<file path="config.mk">
export PLATFORM = sky130hd
export DESIGN_NAME = sample_loader
export DESIGN_NICKNAME = d
export VERILOG_FILES = /design/src/rtl/oscilo_pkg.sv /design/src/rtl/sample_loader.sv
export SDC_FILE = /design/constraint.sdc
export NUM_CORES = 1
export LEC_CHECK = 0
export CAP_MARGIN = 20
export CELL_PAD_IN_SITES_DETAIL_PLACEMENT = 0
export CELL_PAD_IN_SITES_GLOBAL_PLACEMENT = 1
export CORE_AREA = 2 2 117 119
export CTS_CLUSTER_DIAMETER = 30
export DETAILED_ROUTE_END_ITERATION = 8
export DIE_AREA = 0 0 119 121
export HOLD_SLACK_MARGIN = 0.05
export PLACE_DENSITY_LB_ADDON = 0.1
export SYNTH_ARGS = -nofsm -noshare
export SYNTH_HDL_FRONTEND = slang
export SYNTH_SLANG_ARGS = --single-unit
</file>
<file path="constraint.sdc">
create_clock -name clk_50mhz -period 2 [get_ports clk_50mhz]
set_input_delay 0.5 -clock clk_50mhz [delete_from_list [all_inputs] [get_ports clk_50mhz]]
set_output_delay 0.5 -clock clk_50mhz [all_outputs]
set_load 0.05 [all_outputs]
</file>
<file path="src/rtl/oscilo_pkg.sv">
// Shared definitions for the oscilloscope command blocks.
// Holds the loader state encoding, the default inter-byte timeout and a
// helper that turns the framed LEN byte into a transfer count.
package oscilo_pkg;

    // 20 ms at 50 MHz
    localparam int unsigned TIMEOUT_CYCLES_DEFAULT = 1_000_000;

    // Remaining-byte counter must hold 256
    localparam int unsigned LEN_CNT_W = 9;

    typedef enum logic [3:0] {
        ST_IDLE      = 4'd0,
        ST_GET_ADDR  = 4'd1,
        ST_GET_LEN   = 4'd2,
        ST_GET_DATA  = 4'd3,
        ST_WR_SETUP  = 4'd4,
        ST_WR_STROBE = 4'd5,
        ST_SEND_ACK  = 4'd6,
        ST_WAIT_TX   = 4'd7,
        ST_DONE      = 4'd8
    } loader_state_e;

    // A LEN byte of zero means a full 256-byte block
    function automatic logic [LEN_CNT_W-1:0] len_to_count(input logic [7:0] len);
        return (len == 8'd0) ? LEN_CNT_W'(256) : {1'b0, len};
    endfunction

endpackage

</file>
<file path="src/rtl/sample_loader.sv">
// sample_loader: receives ADDR, LEN, then LEN data bytes from the UART and
// writes them to sample memory at consecutive addresses, then returns the
// modulo-256 sum of the data bytes as an acknowledge byte.
// Ports:
//   clk_50mhz          sole clock, rising edge
//   reset              synchronous, active-low
//   activate / done    level enable in, transfer-finished level out
//   rx_data / rx_ready received UART byte and its valid (edge-detected)
//   tx_active          UART transmitter busy
//   tx_data / tx_start acknowledge byte and its transmit request
//   mem_clk / mem_we   write strobe and write enable to sample memory
//   mem_addr/mem_data  write address and data
module sample_loader
    import oscilo_pkg::*;
#(
    parameter int unsigned ADDR_WIDTH     = 8,
    parameter int unsigned DATA_WIDTH     = 8,
    parameter int unsigned TIMEOUT_CYCLES = TIMEOUT_CYCLES_DEFAULT
) (
    input  logic                  clk_50mhz,
    input  logic                  reset,
    input  logic                  activate,
    output logic                  done,
    input  logic [7:0]            rx_data,
    input  logic                  rx_ready,
    input  logic                  tx_active,
    output logic [7:0]            tx_data,
    output logic                  tx_start,
    output logic                  mem_clk,
    output logic [ADDR_WIDTH-1:0] mem_addr,
    output logic [DATA_WIDTH-1:0] mem_data,
    output logic                  mem_we
);

    localparam int unsigned TO_W = (TIMEOUT_CYCLES > 1) ? $clog2(TIMEOUT_CYCLES) : 1;

    loader_state_e          state_q, state_n;
    logic [ADDR_WIDTH-1:0]  addr_q, addr_n;
    logic [LEN_CNT_W-1:0]   rem_q, rem_n;
    logic [7:0]             csum_q, csum_n;
    logic [TO_W-1:0]        to_cnt_q, to_cnt_n;
    logic                   pend_q, pend_n;
    logic                   rx_prev_q;
    logic                   done_n, tx_start_n, mem_clk_n, mem_we_n;
    logic [7:0]             tx_data_n;
    logic [ADDR_WIDTH-1:0]  mem_addr_n;
    logic [DATA_WIDTH-1:0]  mem_data_n;

    logic rx_rise;
    logic timeout_hit;

    assign rx_rise     = rx_ready & ~rx_prev_q;
    assign timeout_hit = (to_cnt_q == TO_W'(TIMEOUT_CYCLES - 1));

    // Register stage: every output and all state update here
    always_ff @(posedge clk_50mhz) begin
        if (!reset) begin
            state_q   <= ST_IDLE;
            addr_q    <= '0;
            rem_q     <= '0;
            csum_q    <= '0;
            to_cnt_q  <= '0;
            pend_q    <= 1'b0;
            rx_prev_q <= 1'b0;
            done      <= 1'b0;
            tx_start  <= 1'b0;
            tx_data   <= '0;
            mem_clk   <= 1'b0;
            mem_we    <= 1'b0;
            mem_addr  <= '0;
            mem_data  <= '0;
        end else begin
            state_q   <= state_n;
            addr_q    <= addr_n;
            rem_q     <= rem_n;
            csum_q    <= csum_n;
            to_cnt_q  <= to_cnt_n;
            pend_q    <= pend_n;
            rx_prev_q <= rx_ready;
            done      <= done_n;
            tx_start  <= tx_start_n;
            tx_data   <= tx_data_n;
            mem_clk   <= mem_clk_n;
            mem_we    <= mem_we_n;
            mem_addr  <= mem_addr_n;
            mem_data  <= mem_data_n;
        end
    end

    // Next-state and next-output logic
    always_comb begin
        state_n    = state_q;
        addr_n     = addr_q;
        rem_n      = rem_q;
        csum_n     = csum_q;
        to_cnt_n   = '0;
        pend_n     = pend_q;
        done_n     = 1'b0;
        tx_start_n = 1'b0;
        tx_data_n  = tx_data;
        mem_clk_n  = 1'b0;
        mem_we_n   = 1'b0;
        mem_addr_n = mem_addr;
        mem_data_n = mem_data;

        case (state_q)
            ST_IDLE: begin
                pend_n = 1'b0;
                if (activate) begin
                    state_n = ST_GET_ADDR;
                end
            end

            ST_GET_ADDR: begin
                if (rx_rise) begin
                    addr_n  = ADDR_WIDTH'(rx_data);
                    state_n = ST_GET_LEN;
                end else if (timeout_hit) begin
                    state_n = ST_DONE;
                    done_n  = 1'b1;
                end else begin
                    to_cnt_n = to_cnt_q + TO_W'(1);
                end
            end

            ST_GET_LEN: begin
                if (rx_rise) begin
                    rem_n   = len_to_count(rx_data);
                    csum_n  = 8'd0;
                    pend_n  = 1'b0;
                    state_n = ST_GET_DATA;
                end else if (timeout_hit) begin
                    state_n = ST_DONE;
                    done_n  = 1'b1;
                end else begin
                    to_cnt_n = to_cnt_q + TO_W'(1);
                end
            end

            // A byte that arrived during the previous write is held in pend_q
            ST_GET_DATA: begin
                if (rx_rise || pend_q) begin
                    mem_data_n = DATA_WIDTH'(rx_data);
                    mem_addr_n = addr_q;
                    mem_we_n   = 1'b1;
                    csum_n     = csum_q + rx_data;
                    pend_n     = 1'b0;
                    state_n    = ST_WR_SETUP;
                end else if (timeout_hit) begin
                    state_n = ST_DONE;
                    done_n  = 1'b1;
                end else begin
                    to_cnt_n = to_cnt_q + TO_W'(1);
                end
            end

            ST_WR_SETUP: begin
                if (rx_rise) begin
                    pend_n = 1'b1;
                end
                mem_we_n  = 1'b1;
                mem_clk_n = 1'b1;
                state_n   = ST_WR_STROBE;
            end

            ST_WR_STROBE: begin
                if (rx_rise) begin
                    pend_n = 1'b1;
                end
                addr_n = addr_q + ADDR_WIDTH'(1);
                rem_n  = rem_q - LEN_CNT_W'(1);
                if (rem_q == LEN_CNT_W'(1)) begin
                    pend_n     = 1'b0;
                    tx_start_n = 1'b1;
                    tx_data_n  = csum_q;
                    state_n    = ST_SEND_ACK;
                end else begin
                    state_n = ST_GET_DATA;
                end
            end

            // Hold the request until the transmitter reports busy
            ST_SEND_ACK: begin
                if (tx_active) begin
                    state_n = ST_WAIT_TX;
                end else begin
                    tx_start_n = 1'b1;
                end
            end

            ST_WAIT_TX: begin
                if (!tx_active) begin
                    state_n = ST_DONE;
                    done_n  = 1'b1;
                end
            end

            ST_DONE: begin
                done_n = 1'b1;
            end

            default: begin
                state_n = ST_IDLE;
            end
        endcase

        // Losing activate aborts anything in progress, including a strobe
        if (!activate) begin
            state_n    = ST_IDLE;
            done_n     = 1'b0;
            tx_start_n = 1'b0;
            mem_clk_n  = 1'b0;
            mem_we_n   = 1'b0;
            pend_n     = 1'b0;
        end
    end

endmodule
</file>
* Word level (Yosys, flattened, before mapping)
Index checks and enable logic that the tools add are counted.
Word-level totals: input bits 13, output and inout port bits 28, flip-flop bits (word level) 79
Operators by class: reduce and logical (&&, ||, !) cells 16, bitwise logic cells 3, muxes and demuxes 35, eq/ne operators 15, add/sub/neg operators 4
Operator list (number):
- two-way mux 20 bit | 3
- case mux 20 bit (2 select lines) | 1
- case mux 4 bit (9 select lines) | 1
- case mux 8 bit (2 select lines) | 2
- two-way mux 4 bit | 6
- two-way mux 8 bit | 3
- adder 20 x 1 -> 20 bit (second input constant) | 1
- equality test 20 bit (second input constant) | 1
- two-way mux 9 bit | 2
- case mux 9 bit (2 select lines) | 1
- equality test 4 x 3 -> 1 bit (second input constant) | 4
- two-way mux 1 bit | 11
- != test 2 bit (second input constant) | 5
- AND reduction 2 bit | 5
- equality test 9 x 1 -> 1 bit (second input constant) | 1
- AND reduction 3 bit | 3
- subtractor 9 x 1 -> 9 bit (second input constant) | 1
- adder 8 x 1 -> 8 bit (second input constant) | 1
- adder 8 bit | 1
- equality test 4 x 2 -> 1 bit (second input constant) | 2
- zero test 8 bit | 1
- nonzero test 2 bit | 3
- case mux 1 bit (5 select lines) | 1
- nonzero test 5 bit | 1
- 10 further kinds | 12

* Depth between registers and ports, before layout
word-level depth 5, depth in mapped cells 8, depth with buffers taken out 8

* Least setup slack after synthesis
OpenSTA, ideal clock, no wires.
kind input -> register, start input rx_data[0], end register csum_q[6], slack 0.042 ns, arrival 1.825 ns, stages on the path 8, required time 1.868 ns, buffers on the path 0, setup time 0.132 ns, cells stage by stage ha_1 -> fa_1 -> a21o_1 -> a21oi_1 -> o21ai_0 -> xor2_1 -> nand2_1 -> a21oi_1
On the way: longest elaborated chain between the ends 3
Ends and longest elaborated chain:
- from (decl) | RTL line sample_loader.sv:24 | input logic [7:0] rx_data,
- adder 8 bit | RTL line sample_loader.sv:146 | csum_n = csum_q + rx_data;
- two-way mux 8 bit | RTL line sample_loader.sv:142 | if (rx_rise || pend_q) begin
- case mux 8 bit (2 select lines) | RTL line sample_loader.sv:106 | case (state_q)
- to (signal assigned) | RTL line sample_loader.sv:76 | csum_q <= csum_n;
- to (decl) | RTL line sample_loader.sv:40 | logic [7:0] csum_q, csum_n;
No other way between the ends. The select of a mux whose other input is x is not followed. A chain may end at the register's enable or synchronous reset.

* Worst setup path after layout
start register done, end output done
RTL lines:
- from (decl) | RTL line sample_loader.sv:23 | output logic done,
- from (signal assigned) | RTL line sample_loader.sv:80 | done <= done_n;
No word-level cell between the ends.

==> flow_summary.yaml <==
final_layout:
  stdcell_area_um2: 5061
  drive_gt1_share_pct: 24.45
  fin_nets: 564
  syn_to_final_growth_pct: 31.25
  antennaDiodeCount: 0
  final_cell_mix: "78 x dfxtp_1, 74 x buf_4, 70 x nand2_1, 44 x a21oi_1, 33 x nor2_1"
  mostFrequentLayoutCell: "dfxtp_1"
sta:
  skew_ns: 0.008620
  min_period_ns: 1.954
  hold_viol: 0
  drv_slew: 0
  tightest_slew_ns: 0.4943
  slew_headroom_pct: 66.94
  whs_ns: 0.4579
  post-route-period-util_pct: 97.69
  rsz0062_at_grt: "no"
  fmax_mhz: 511.8
  setup_viol: 0
yosys:
  synth-simple-area-share_pct: 27.94
  netlist_area_um2: 3856
  ys_types: 54
  synth-compound-area-share_pct: 14.50
  async_flop_share_pct: 0
  syn_area_per_cell_um2: 8.347
  synth_edf_count: 0
  synth-seq-area-share_pct: 41.01
  synth_top_family_by_area: "simple AND/OR/NAND/NOR gates"
  yosys.area.top_type: "dfxtp_1"
  synth_cells: 462
  synth_flop_cell: "dfxtp_1"
  yosysTopAreaCellShare_pct: 41.01
  yosys-top-cells-area: "dfxtp_1 41%, nand2_1 6.8%, a21oi_1 6.1%"
  synth_xor_area_share_pct: 5.678
  syn_nets: 487
  ys_seq_elements: 79
  synthMuxAreaShare_pct: 2.628
  yosys_warnings: 0
  yosys.area_share.adder_pct: 4.088
global_routing:
  grt_max_degree: 21
  first_global_vias: 3302
  overflow: 0
  antenna_found_initial: 0
  grt_pass1_wl_um: 17060
  gr-usage-all-layers_pct: 15.24
clock_network:
  cts_inserted_buffers: 9
  cts_buffer_depth: 2
  cts-root-buf: "clkbuf_16"
  cts_hold_buffers: 0
  path_clk_slew_ns: 0.06
  cts_tree: "yes"
  insertion_delay_ns: 0.34
  clock-sinks: 79
  ctsHtreeMaxLevel: 3
place:
  dp_hpwl_um: 7595
  dpl_cell_area_um2: 4663
  gp_congestion: 0.8401
  io_buffers: 40
status:
  status: "finished clean"
detailed_routing:
  routed.top_layer: "met4"
  met2_length_um: 4833
  first_iter_violations: 104
  wl_per_cell_um: 14.48
  wl_met1_um: 4890
  drc: 0
  ant_nets: 0
  finalWirelength_um: 10430
  met3_length_um: 467
  first_pass_iters: 4
  viasPerCell: 4.850
  dr_total_vias: 3492
flow_run:
  drv_cap: 0
pwr:
  vdd_drop_max_mv: 0.5515
  cellPowerDensity_nw_per_um2: 691.6
  leakage_nw: 1.902
worst_setup_path:
  required_ns: 1.50
  path_delay_family: "buffers and inverters"
  worst_setup_path_end_kind: "output pin"
  crit_chain: "clkdlybuf4s50_1"
  arrival_ns: 1.45
  critPathLaunchType: "flip-flop"
  path_class: "reg2out"
  cpMaxStageDelayCell: "clkdlybuf4s50_1"
  path_buf_inv: 1
  reg2reg_slack_ns: 0.16
  path_max_fanout: 1
  max_stage_delay_ns: 0.79
floorplan:
  placement_rows: 42
  die_h_um: 121
  start_util_pct: 29.47
  io_pins: 41
  die-area_um2: 14400
  core_area_um2: 13090
  die_x_um: 119
hold_path:
  hp-class: "reg2reg"
-- stage by stage --
step | setup WS [ns] | TNS, ns | total power [mW] | std cells | util (%)
after floorplan | 0.04244 | 0 | 1.726 | 462 | -
after detailed placement | -0.5394 | -15.03 | 1.834 | 702 | 35.64
after global routing | 0.0009017 | 0 | 3.635 | 720 | 38.68
after global placement | -0.4647 | -12.49 | 1.835 | 702 | 35.64
final | 0.04623 | 0 | 3.500 | 720 | 38.68
after CTS | 0.002885 | 0 | 3.553 | 719 | 38.14
-- where the power goes --
group,switching (mW),internal (mW)
registers,0.0139,1.58
logic,0.109,0.0972
clock network,0.659,1.04
total,0.781,2.72
-- area by class of cell --
cell class	count	area (um2)
clock inverter	4	53.80
inverter	7	26.28
tap	176	220.2
fill	1360	8024
clock buffer	12	256.5
sequential	79	1583
timing repair buffer	90	733.2
multi-input combinational	352	2188
-- tightest hold or removal path, delay by kind of cell (launching register included) --
kind            cells  cell delay (ns)
flops               1             0.31
simple gates        1             0.05
compound gates      1             0.05
-- worst paths after layout --
path / startpoint / end / cells past startpoint
setup reg to reg: state_q[1]$_SDFFE_PN0P_ / tx_data[5]$_SDFFE_PN0P_ / 7
hold reg to reg: mem_addr[5]$_SDFFE_PN0P_ / mem_addr[5]$_SDFFE_PN0P_ / 2
setup / recovery: done$_SDFF_PN0_ / done / 1
hold / removal: mem_addr[5]$_SDFFE_PN0P_ / mem_addr[5]$_SDFFE_PN0P_ / 2
-- repair_timing --
action | in CTS | in global routing
pin swaps | 3 | 3
gates resized for setup | 8 | 11
setup buffers | 1 | 1
setup endpoints to repair | 3 | 33
-- per-layer routing --
metal	vias up	GRT usage [%]
met2	68	24.50
met5	-	0
met1	1633	19.20
li1	1774	-
met4	0	5.357
met3	17	4.887
-- registers in the layout, summed over array words and instances (netlist names) --
register	cells
mem_data	8
csum_q	8
state_q	4
pend_q	1
addr_q	8
to_cnt_q	20
done	1
tx_data	8
mem_clk	1
mem_addr	8
mem_we	1
tx_start	1
rx_prev_q	1
rem_q	9
-- cell families (layout without fill, tap and decap cells) --
kind of cell,Yosys count,count (layout)
simple gates,213,213
compound gates,92,92
flops,79,79
buf+inv,31,113
xor+xnor,25,25
fa+ha+maj,12,12
mux,10,10
-- synthesized netlist by cell type (3+ instances only) --
cell and instances:
dfxtp_1 79, nand2_1 70, a21oi_1 47, nor2_1 33, nand3_1 26, nor2_2 19, o21ai_0 14, xnor2_1 13
xor2_1 12, buf_2 11, ha_1 11, nor4_1 10, mux2i_1 9, clkbuf_1 8, nor3_1 8, and3_1 7
nand2b_1 7, nor2b_1 7, inv_1 6, a211oi_1 4, a221oi_1 4, nand4_1 4, or3_1 4, a21boi_0 3
a311oi_1 3, a31oi_1 3, and2_1 3, buf_6 3
Note: power is estimated with default switching activity, not from simulation.
